**src/rtl/shader_loader.sv**
```systemverilog
// SPI-slave loader that streams a shader program into the shader instruction memory.
// Optional SPI readback of the displaced program is enabled by defining SHADER_LOADER_READBACK_EN.
module shader_loader #(
  parameter int          NUM_INSTR = 10,
  parameter logic [7:0]  CMD_LOAD  = 8'h01
) (
  input  logic       clk_i,
  input  logic       rst_ni,
  input  logic       spi_sclk_i,
  input  logic       spi_cs_ni,
  input  logic       spi_sdi_i,
  output logic       spi_sdo_o,
  input  logic       exec_shift_i,
  input  logic [7:0] instr_mem_i,
  output logic       shift_o,
  output logic       load_o,
  output logic [7:0] instr_o,
  output logic       busy_o,
  output logic       done_o
);

  localparam int CW = (NUM_INSTR > 1) ? $clog2(NUM_INSTR) : 1;

  typedef enum logic [1:0] {IDLE, CMD, LOAD, IGNORE} state_t;

  state_t          state;
  logic            sclk_q1, sclk_q2, sclk_prev;
  logic            cs_q1, cs_q2, cs_prev;
  logic            sdi_q1, sdi_q2;
  logic [2:0]      bit_cnt;
  logic [7:0]      shreg;
  logic [CW-1:0]   word_cnt;
  logic            load_q, done_q;
  logic            sclk_rise, sclk_fall, cs_fall, byte_done;
  logic [7:0]      byte_val;

  // Synchronizer stage. cs_n resets low so a frame already in progress at
  // reset release never looks like a fresh CS falling edge.
  always_ff @(posedge clk_i or negedge rst_ni) begin
    if (!rst_ni) begin
      sclk_q1 <= 1'b0; sclk_q2 <= 1'b0; sclk_prev <= 1'b0;
      cs_q1   <= 1'b0; cs_q2   <= 1'b0; cs_prev   <= 1'b0;
      sdi_q1  <= 1'b0; sdi_q2  <= 1'b0;
    end else begin
      sclk_q1 <= spi_sclk_i; sclk_q2 <= sclk_q1; sclk_prev <= sclk_q2;
      cs_q1   <= spi_cs_ni;  cs_q2   <= cs_q1;   cs_prev   <= cs_q2;
      sdi_q1  <= spi_sdi_i;  sdi_q2  <= sdi_q1;
    end
  end

  assign sclk_rise = sclk_q2 & ~sclk_prev;
  assign sclk_fall = ~sclk_q2 & sclk_prev;
  assign cs_fall   = ~cs_q2 & cs_prev;
  assign byte_val  = {shreg[6:0], sdi_q2};
  assign byte_done = sclk_rise & ~cs_q2 & (bit_cnt == 3'd7);

  // Deserializer stage
  always_ff @(posedge clk_i or negedge rst_ni) begin
    if (!rst_ni) begin
      bit_cnt <= 3'd0;
      shreg   <= 8'h00;
    end else if (cs_q2) begin
      bit_cnt <= 3'd0;
    end else if (sclk_rise) begin
      bit_cnt <= bit_cnt + 3'd1;
      shreg   <= byte_val;
    end
  end

  // Command/load stage; load_q and done_q are the one-cycle pulses that
  // follow a completed byte, issued even if CS has since deasserted.
  always_ff @(posedge clk_i or negedge rst_ni) begin
    if (!rst_ni) begin
      state    <= IDLE;
      instr_o  <= 8'h00;
      word_cnt <= '0;
      load_q   <= 1'b0;
      done_q   <= 1'b0;
    end else begin
      load_q <= 1'b0;
      done_q <= 1'b0;
      if (cs_q2) begin
        state <= IDLE;
      end else begin
        unique case (state)
          IDLE: begin
            if (cs_fall) begin
              state    <= CMD;
              word_cnt <= '0;
            end
          end
          CMD: begin
            if (byte_done) state <= (byte_val == CMD_LOAD) ? LOAD : IGNORE;
          end
          LOAD: begin
            if (byte_done) begin
              instr_o <= byte_val;
              load_q  <= 1'b1;
              if (word_cnt == CW'(NUM_INSTR - 1)) begin
                word_cnt <= '0;
                done_q   <= 1'b1;
              end else begin
                word_cnt <= word_cnt + CW'(1);
              end
            end
          end
          IGNORE: ;
          default: state <= IDLE;
        endcase
      end
    end
  end

  assign busy_o  = (state == LOAD);
  assign load_o  = load_q;
  assign done_o  = done_q;
  assign shift_o = load_q | (~busy_o & exec_shift_i);

`ifdef SHADER_LOADER_READBACK_EN
  logic [7:0] rb_q;
  logic       sdo_q;

  // Readback stage: word leaving memory[0] is returned during the following byte.
  always_ff @(posedge clk_i or negedge rst_ni) begin
    if (!rst_ni) begin
      rb_q  <= 8'h00;
      sdo_q <= 1'b0;
    end else begin
      if (cs_fall)     rb_q <= 8'h00;
      else if (load_q) rb_q <= instr_mem_i;
      if (state != LOAD) sdo_q <= 1'b0;
      else if (sclk_fall) sdo_q <= rb_q[~bit_cnt];
    end
  end

  assign spi_sdo_o = sdo_q;
`else
  logic unused_mem;
  assign unused_mem = ^instr_mem_i;
  assign spi_sdo_o  = 1'b0;
`endif

endmodule

```
**config.mk**
```make
export PLATFORM = sky130hd
export DESIGN_NAME = shader_loader
export DESIGN_NICKNAME = d
export VERILOG_FILES = /design/src/rtl/shader_loader.sv
export SDC_FILE = /design/constraint.sdc
export NUM_CORES = 1
export LEC_CHECK = 0
export ABC_AREA = 0
export CORE_AREA = 2 2 56 58
export CTS_CLUSTER_DIAMETER = 50
export DETAILED_ROUTE_END_ITERATION = 10
export DIE_AREA = 0 0 58 60
export PLACE_DENSITY = 0.74
export SYNTH_ARGS = -nofsm -noshare
export SYNTH_HDL_FRONTEND = slang
export SYNTH_SLANG_ARGS = --single-unit
```
**constraint.sdc**
```tcl
create_clock -name clk_i -period 2 [get_ports clk_i]
set_clock_uncertainty 0.05 [all_clocks]
set_input_delay 0.5 -clock clk_i [delete_from_list [all_inputs] [get_ports clk_i]]
set_output_delay 0.5 -clock clk_i [all_outputs]
set_load 0.05 [all_outputs]
```
==> results.py, run 1 <==
metrics = {
    "global_routing": {
        "grt_pass1_vias": 808,
        "met3_usage_pct": 5.84,
        "use_met2_pct": 21.8,
        "met1_usage_pct": 17.4,
        "grt.overflow.total": 0,
        "grt_usage_pct": 14.9,
        "grt_pass1_wl_um": 3600,
        "grt_max_degree": 35,
        "antenna_found_initial": 0,
        "busiest_layer": "met2",
    },
    "route": {
        "firstDrtPassIters": 4,
        "drc_errors": 0,
        "post_drt_via_cell_ratio": 5.22,
        "wl_um": 2080,
        "vias": 809,
        "wl_per_cell_um": 13.4,
        "first_iter_violations": 30,
        "antenna_left": 0,
    },
    "yosys": {
        "syn_nets": 118,
        "synth_top_cell_by_area": "dfrtp_1",
        "yosysTopAreaCellShare_pct": 63.3,
        "synthFlopType": "dfrtp_1",
        "syn_area_mm2": 0.00134,
        "synthCells": 100,
        "avgSynthCellArea_um2": 13.4,
        "synthArstFlopShare_pct": 100,
        "seq_area_frac_synth_pct": 63.3,
        "synth_edf_count": 0,
        "ys_types": 33,
        "ys_ff_latch": 34,
        "yosysWarnings": 0,
        "synthMostInstantiatedCell": "dfrtp_1",
        "synthTopCellsByArea": "dfrtp_1, mux2_1, mux2_2",
        "synthTopCellsByCount": "dfrtp_1, mux2_1, nor2_1",
    },
    "layout": {
        "drive_gt1_share_pct": 25.4,
        "syn_to_final_growth_pct": 20.7,
        "final_util_pct": 55.9,
        "diodes": 0,
        "nNetsFinal": 140,
        "fillers": 248,
    },
    "place": {
        "place.gp.congestion": 0.763,
        "dp_hpwl_um": 1430,
        "dp_slack_ns": 0.201,
        "port_buffers": 17,
    },
    "timing": {
        "max_clock_freq_mhz": 526,
        "setup_viol": 0,
        "layout_setup_ws_ns": 0.0983,
        "rsz0062_at_grt": "no",
        "hold_violations": 0,
        "drv_slew": 0,
        "min_period_ns": 1.90,
        "fin_crit_sh_pct": 95.1,
        "fin_setup_tns_ns": 0,
    },
    "floorplanning": {
        "coreArea_mm2": 0.00290,
        "die-height_um": 60,
        "rows": 20,
        "die_width_um": 58,
        "ios": 27,
        "start_util_pct": 46.3,
        "dieArea_mm2": 0.00348,
    },
    "pwr": {
        "power.leakage_nw": 0.819,
        "power.density_mw_per_mm2": 888,
        "combinationalPowerShare_pct": 8.6,
        "p_seq_share_pct": 56.7,
        "p_sw_mw": 0.321,
        "intPower_mw": 1.12,
        "peakVddDrop_mv": 0.673,
        "totalPowerFinal_mw": 1.44,
        "clockPowerShare_pct": 34.7,
        "switching_share_pct": 22.3,
    },
    "clock_tree": {
        "cts_tree": "built",
        "post_cts_buffers": 0,
        "cts_buffers": 5,
        "cts_buffer_depth": 2,
        "clk_pin_slew_worst_paths_ns": 0.09,
        "cts-root-buf": "clkbuf_4",
        "hold_buffers": 0,
        "h-tree-depth": 2,
        "cts-resized-gates": 0,
        "clock_latency_ns": 0.33,
        "cts_sinks": 34,
    },
    "flow_run": {
        "max_cap_viol_count": 0,
    },
    "critical_path": {
        "rrSetupSlack_ns": 0.25,
        "end_kind": "primary output",
        "required_ns": 1.45,
        "critical_path.max_fanout": 5,
        "critPathLaunchType": "register",
        "worst_ep_arrival_time_ns": 1.35,
        "path_class": "register to primary output",
    },
    "run_status": {
        "status": "complete, no violations",
    },
    "min_path": {
        "hp-class": "register to register",
    },
}
==> cell usage in the layout (no fill, tap or decap), types with 2 or more instances in the layout <==
cell	count
nor2_1	8
clkbuf_4	5
mux2i_1	2
nand3_1	2
buf_12	2
inv_1	2
dfrtp_1	34
clkdlybuf4s50_1	5
nand2_1	3
ha_1	4
buf_4	11
o31ai_1	2
mux2_2	7
mux2_1	8
nand2b_1	3
o21ai_1	4
==> kinds of logic after synthesis <==
group,share of synthesized area (%)
mux,14.1
simple gates,11.4
fa+ha+maj,3.72
xor+xnor,0.652
buf+inv,2.14
flops,63.3
compound gates,4.47
other cells,0.279
==> cell type report <==
class	instances	area (µm²)	area share [%]
multi-input combinational	60	464	28.6
inverter	3	11.3	0.694
tap	33	41.3	2.55
clock buffer	6	51.3	3.16
sequential	34	851	52.5
timing repair buffer	18	173	10.6
clock inverter	1	30.0	1.85
==> layer usage <==
metal,vias up,wire (µm)
met5,-,0
met4,0,55
met3,7,115
met2,24,982
met1,395,930
li1,383,-
==> flip-flops by register name, summed over array words and instances, names as in the netlist, 2 cells and up <==
signal,cells
instr_o,8
shreg,7
word_cnt,4
bit_cnt,3
state,2
==> per-stage QoR <==
stage | std cells | hold WS, ns | area (µm²)
floorplan | 100 | 0.154 | 1340
global placement | 148 | 0.282 | 1540
detailed placement | 148 | 0.286 | 1540
CTS | 155 | 0.308 | 1620
finish | 155 | 0.305 | 1620
global route | 155 | 0.329 | 1620
==> path summary, 6_finish.rpt <==
| kind | to | cells past startpoint | start |
|---|---|---|---|
| worst min-delay path | sclk_q2$_DFF_PN0_ | 0 | sclk_q1$_DFF_PN0_ |
| max in group asynchronous | sclk_prev$_DFF_PN0_ | 2 | rst_ni |
| worst min register to register | sclk_q2$_DFF_PN0_ | 0 | sclk_q1$_DFF_PN0_ |
| min in group asynchronous | instr_o[1]$_DFFE_PN0P_ | 2 | rst_ni |
| worst max-delay path | shift_o | 3 | state[0]$_DFFE_PN0P_ |
| worst max register to register | instr_o[4]$_DFFE_PN0P_ | 5 | bit_cnt[0]$_DFFE_PN0P_ |
==> power groups by stage <==
stage / clock (mW) / combinational (mW) / sequential (mW)
floorplan: 0 / 0.0920 / 0.807
global placement: 0 / 0.121 / 0.826
detailed placement: 0 / 0.128 / 0.831
CTS: 0.518 / 0.128 / 0.817
global route: 0.550 / 0.137 / 0.830
finish: 0.499 / 0.124 / 0.816
==> critical path, cell delays in order (launching register included) <==
cell      delay, ns
dfrtp_1        0.43
nand2b_1       0.22
a21o_1         0.23
buf_12         0.15
Note: power is estimated with default switching activity, not from simulation.
==> run 2: changes to the inputs <==
Settings changed: PLACE_DENSITY 0.74 to unset, PLACE_DENSITY_LB_ADDON set to 0.15, RECOVER_POWER set to 100.
==> run 2 against run 1 <==
  * Maximum frequency up 0.32%
  * Combinational power about the same
  * Count of clock-buffer cells in the layout up 1
  * Highest routed layer unchanged
  * Largest cell class unchanged
  * Sequential share of layout area up 2.4 points
  * Flip-flop and latch count unchanged
  * Die area unchanged
==> results.py, run 2 (synthesis results as in run 1) <==
metrics = {
    "global_routing": {
        "grt_pass1_wl_um": 3470,
        "grt_usage_pct": 14.4,
        "grt.overflow.total": 0,
        "antenna_found_initial": 0,
        "grt_max_degree": 35,
        "grt_pass1_vias": 772,
    },
    "floorplanning": {
        "die-height_um": 60,
        "dieArea_mm2": 0.00348,
        "die_width_um": 58,
        "coreArea_mm2": 0.00290,
        "rows": 20,
        "ios": 27,
        "start_util_pct": 46.3,
    },
    "clock_tree": {
        "cts_buffer_depth": 2,
        "cts-root-buf": "clkbuf_4",
        "post_cts_buffers": 0,
        "cts_sinks": 34,
        "cts-resized-gates": 0,
        "h-tree-depth": 2,
        "cts_buffers": 5,
        "clk_pin_slew_worst_paths_ns": 0.10,
        "hold_buffers": 0,
        "clock_latency_ns": 0.33,
        "cts_tree": "built",
    },
    "critical_path": {
        "crit_chain": "nand2b_1, a21o_1, buf_12",
        "critPathLaunchType": "register",
        "timing.rr.start": "bit_cnt[0]$_DFFE_PN0P_",
        "cp_slowest_stage_delay_ns": 0.44,
        "required_ns": 1.45,
        "cpMaxStageDelayCell": "dfrtp_1",
        "end_kind": "primary output",
        "path_class": "register to primary output",
        "crit_family": "flip-flops",
        "rrSetupSlack_ns": 0.13,
        "critical_path.max_fanout": 5,
        "cp_num_buf_inv": 1,
        "r2r_cells": 5,
        "timing.rr.end": "instr_o[1]$_DFFE_PN0P_",
        "worst_ep_arrival_time_ns": 1.35,
    },
    "place": {
        "placed_area_mm2": 0.00154,
        "dp_slack_ns": 0.210,
        "dp_hpwl_um": 1470,
        "place_inst": 148,
        "port_buffers": 17,
        "place.gp.congestion": 0.696,
    },
    "layout": {
        "nNetsFinal": 140,
        "syn_to_final_growth_pct": 15.4,
        "layout_commonest_cell": "dfrtp_1",
        "top_regs": "instr_o x8, shreg x7, word_cnt x4",
        "top_register": "instr_o",
        "finalNonFillerCells": 156,
        "final_util_pct": 53.4,
        "diodes": 0,
        "largest_reg_flops": 8,
        "most-common-layout-cells": "dfrtp_1, clkbuf_1, nor2_1, mux2_1, mux2_2",
        "fin_area_mm2": 0.00155,
        "drive_gt1_share_pct": 14.6,
    },
    "min_path": {
        "hp-class": "register to register",
        "min_from": "sclk_q1$_DFF_PN0_",
        "holdPathStages": 0,
        "min_to": "sclk_q2$_DFF_PN0_",
    },
    "route": {
        "drc_errors": 0,
        "post_drt_via_cell_ratio": 5.21,
        "firstDrtPassIters": 4,
        "wl_per_cell_um": 13.4,
        "vias": 812,
        "first_iter_violations": 8,
        "antenna_left": 0,
        "wl_um": 2090,
    },
    "timing": {
        "hold_violations": 0,
        "worst_slew_pin_slew_ns": 0.801,
        "drv_slew": 0,
        "slew-limit-headroom_pct": 46.6,
        "setup_viol": 0,
        "fin_crit_sh_pct": 94.8,
        "fin_setup_tns_ns": 0,
        "hold_ws_ns": 0.306,
        "layout_setup_ws_ns": 0.104,
        "max_clock_freq_mhz": 528,
        "rsz0062_at_grt": "no",
        "min_period_ns": 1.90,
    },
    "pwr": {
        "peakVddDrop_mv": 0.655,
        "power.density_mw_per_mm2": 855,
        "power.leakage_nw": 0.769,
        "totalPowerFinal_mw": 1.32,
    },
    "run_status": {
        "status": "complete, no violations",
    },
    "flow_run": {
        "max_cap_viol_count": 0,
    },
}
[run 2: cell count changes in the layout (fill, tap and decap cells not counted), moves of 2 or more]
cell / before / now
clkbuf_1: 0 / 11
o21ai_0: 1 / 3
buf_4: 11 / 0
o21ai_1: 4 / 2
dlygate4sd3_1: 0 / 4
clkdlybuf4s50_1: 5 / 1
[run 2: cell type report]
class | instances | area, µm²
inverter | 3 | 11.3
fill | 265 | 1350
clock buffer | 7 | 55.1
multi-input combinational | 60 | 454
sequential | 34 | 851
clock inverter | 1 | 5.00
tap | 33 | 41.3
timing repair buffer | 18 | 133
[run 2: metal layers]
layer | GRT usage (%) | up-vias | routed length [µm]
li1 | - | 387 | -
met1 | 15.8 | 398 | 919
met2 | 22.7 | 22 | 995
met3 | 7.79 | 5 | 135
met4 | 6.98 | 0 | 40
met5 | 0 | - | 0
[run 2: how the worst max path moves through the flow]
stage	depth (start not counted)	slack [ns]	start	end
after floorplan	5	0.40	bit_cnt[0]$_DFFE_PN0P_	instr_o[0]$_DFFE_PN0P_
after global placement	3	0.21	exec_shift_i	shift_o
after detailed placement	3	0.21	exec_shift_i	shift_o
after CTS	3	0.07	state[0]$_DFFE_PN0P_	shift_o
after global routing	5	0.01	bit_cnt[0]$_DFFE_PN0P_	instr_o[1]$_DFFE_PN0P_
final	3	0.10	state[0]$_DFFE_PN0P_	shift_o
[run 2: worst register-to-register path, delay by kind of cell, from the launching register on]
family	cells	cell delay [ns]
DFF	1	0.40
adders and majority gates	2	0.38
and+or+nand+nor	2	0.54
muxes	1	0.38
[run 2: power breakdown]
part           switching (mW)  leakage [nW]  total [mW]  internal (mW)
Combinational          0.0515         0.291       0.121         0.0695
Clock                   0.216        0.0353       0.386          0.170
Sequential             0.0615         0.443       0.818          0.756
Total                   0.329         0.769        1.32          0.996
==> run 3: changes to the inputs <==
--- a/config.mk
+++ b/config.mk
@@ -14,2 +14,3 @@
 export RECOVER_POWER = 100
+export SKIP_CTS_REPAIR_TIMING = 1
 export SYNTH_ARGS = -nofsm -noshare
--- a/constraint.sdc
+++ b/constraint.sdc
@@ -4,2 +4,2 @@
 set_output_delay 0.5 -clock clk_i [all_outputs]
-set_load 0.05 [all_outputs]
+set_load 0.01 [all_outputs]
==> run 3 against run 2 <==
  * Worst setup slack better by 0.043 ns
  * Maximum frequency rose by 2.3%
  * Combinational power decreased by 4%
  * Global-route usage barely moved
  * Critical endpoint is now load_o
==> results.py, run 3 (synthesis results as in run 1) <==
metrics = {
    "global_routing": {
        "grt_max_degree": 35,
        "grt_usage_pct": 14.4,
        "grt.overflow.total": 0,
        "antenna_found_initial": 0,
        "grt_pass1_wl_um": 3550,
        "grt_pass1_vias": 832,
    },
    "critical_path": {
        "critPathLaunchType": "register",
        "worst_ep_arrival_time_ns": 1.30,
        "r2r_cells": 5,
        "cp_slowest_stage_delay_ns": 0.60,
        "cp.depth": 1,
        "path_class": "register to primary output",
        "cpMaxStageDelayCell": "dlygate4sd3_1",
        "end_kind": "primary output",
        "critical_path.max_fanout": 2,
        "rrSetupSlack_ns": 0.25,
        "timing.rr.end": "instr_o[1]$_DFFE_PN0P_",
        "crit_path_end": "load_o",
        "crit_chain": "dlygate4sd3_1",
        "cp_num_buf_inv": 1,
        "crit_family": "buffers and inverters",
        "setup.worst_path.start": "load_o$_DFF_PN0_",
        "required_ns": 1.45,
        "timing.rr.start": "bit_cnt[0]$_DFFE_PN0P_",
    },
    "clock_tree": {
        "clock_latency_ns": 0.32,
        "cts_buffers": 5,
        "cts-root-buf": "clkbuf_4",
        "cts_buffer_depth": 2,
        "cts_tree": "built",
        "h-tree-depth": 2,
        "clk_pin_slew_worst_paths_ns": 0.09,
        "cts_sinks": 34,
    },
    "run_status": {
        "status": "complete, no violations",
    },
    "pwr": {
        "power.density_mw_per_mm2": 870,
        "power.leakage_nw": 0.831,
        "intPower_mw": 1.12,
        "clockPowerShare_pct": 34.9,
        "totalPowerFinal_mw": 1.43,
        "p_seq_share_pct": 57.0,
        "p_sw_mw": 0.311,
        "peakVddDrop_mv": 0.640,
        "combinationalPowerShare_pct": 8.1,
        "switching_share_pct": 21.7,
    },
    "route": {
        "antenna_left": 0,
        "vias": 827,
        "post_drt_via_cell_ratio": 5.27,
        "firstDrtPassIters": 4,
        "wl_per_cell_um": 13.3,
        "drc_errors": 0,
        "first_iter_violations": 16,
        "wl_um": 2080,
    },
    "layout": {
        "drive_gt1_share_pct": 17.7,
        "top_register": "instr_o",
        "top_regs": "instr_o x8, shreg x7, word_cnt x4",
        "nNetsFinal": 142,
        "syn_to_final_growth_pct": 22.3,
        "fillers": 263,
        "fin_area_mm2": 0.00164,
        "final_util_pct": 56.6,
        "layout_commonest_cell": "dfrtp_1",
        "diodes": 0,
        "largest_reg_flops": 8,
        "most-common-layout-cells": "dfrtp_1, dlygate4sd3_1, nor2_1, mux2_1, mux2_2",
    },
    "place": {
        "place.gp.congestion": 0.692,
        "placed_area_mm2": 0.00155,
        "dp_hpwl_um": 1480,
        "port_buffers": 17,
    },
    "timing": {
        "drv_slew": 0,
        "setup_viol": 0,
        "hold_violations": 0,
        "slew-limit-headroom_pct": 47.1,
        "hold_ws_ns": 0.303,
        "max_clock_freq_mhz": 540,
        "fin_crit_sh_pct": 92.6,
        "rsz0062_at_grt": "no",
        "min_period_ns": 1.85,
        "fin_setup_tns_ns": 0,
        "worst_slew_pin_slew_ns": 0.793,
    },
    "min_path": {
        "holdPathStages": 0,
        "hp-class": "register to register",
    },
    "floorplanning": {
        "rows": 20,
        "coreArea_mm2": 0.00290,
        "dieArea_mm2": 0.00348,
        "die_width_um": 58,
        "ios": 27,
        "start_util_pct": 46.3,
        "die-height_um": 60,
    },
    "flow_run": {
        "max_cap_viol_count": 0,
    },
}
## run 3: cell type report
| class | count | area [µm²] | share of cell area (%) |
|---|---|---|---|
| inverters | 3 | 11.3 | 0.685 |
| clock buffers | 6 | 51.3 | 3.12 |
| well taps | 33 | 41.3 | 2.51 |
| multi-input cells | 60 | 464 | 28.3 |
| clock inverters | 1 | 30.0 | 1.83 |
| repair buffers | 20 | 193 | 11.7 |
| flip-flops and latches | 34 | 852 | 51.9 |
## run 3: power by group through the flow
stage               clock network [mW]  registers [mW]  logic [mW]
finish                           0.498           0.815       0.116
global route                     0.552           0.826       0.131
CTS                              0.514           0.817       0.117
detailed placement                   0           0.831       0.117
global placement                     0           0.827       0.112
floorplan                            0           0.807      0.0854
## run 3: worst min-delay path by stage
| stage | slack [ns] | endpoint | startpoint |
|---|---|---|---|
| finish | 0.30 | sdi_q2$_DFF_PN0_ | sdi_q1$_DFF_PN0_ |
| global route | 0.30 | sdi_q2$_DFF_PN0_ | sdi_q1$_DFF_PN0_ |
| CTS | 0.30 | sdi_q2$_DFF_PN0_ | sdi_q1$_DFF_PN0_ |
| detailed placement | 0.29 | sdi_q2$_DFF_PN0_ | sdi_q1$_DFF_PN0_ |
| global placement | 0.28 | sdi_q2$_DFF_PN0_ | sdi_q1$_DFF_PN0_ |
| floorplan | 0.15 | bit_cnt[0]$_DFFE_PN0P_ | rst_ni |
## run 3: layer usage
layer,part of all wire [%],GRT usage (%),up-vias
li1,-,-,390
met1,43,16.4,410
met2,49,22.9,25
met3,7.0,7.14,2
met4,0.91,6.64,0
met5,0,0,-
## run 3: worst register-to-register path, stage by stage (launching register included)
cell and delay (ns):
dfrtp_1 0.41, ha_1 0.21, ha_1 0.18, and4b_1 0.21, nand2_2 0.22, mux2_1 0.36
## run 3: stage by stage
stage	std cells	worst slack (ns)
floorplan	100	0.397
global placement	148	-0.120
detailed placement	148	-0.122
CTS	155	-0.204
global route	157	0.0852
finish	157	0.147
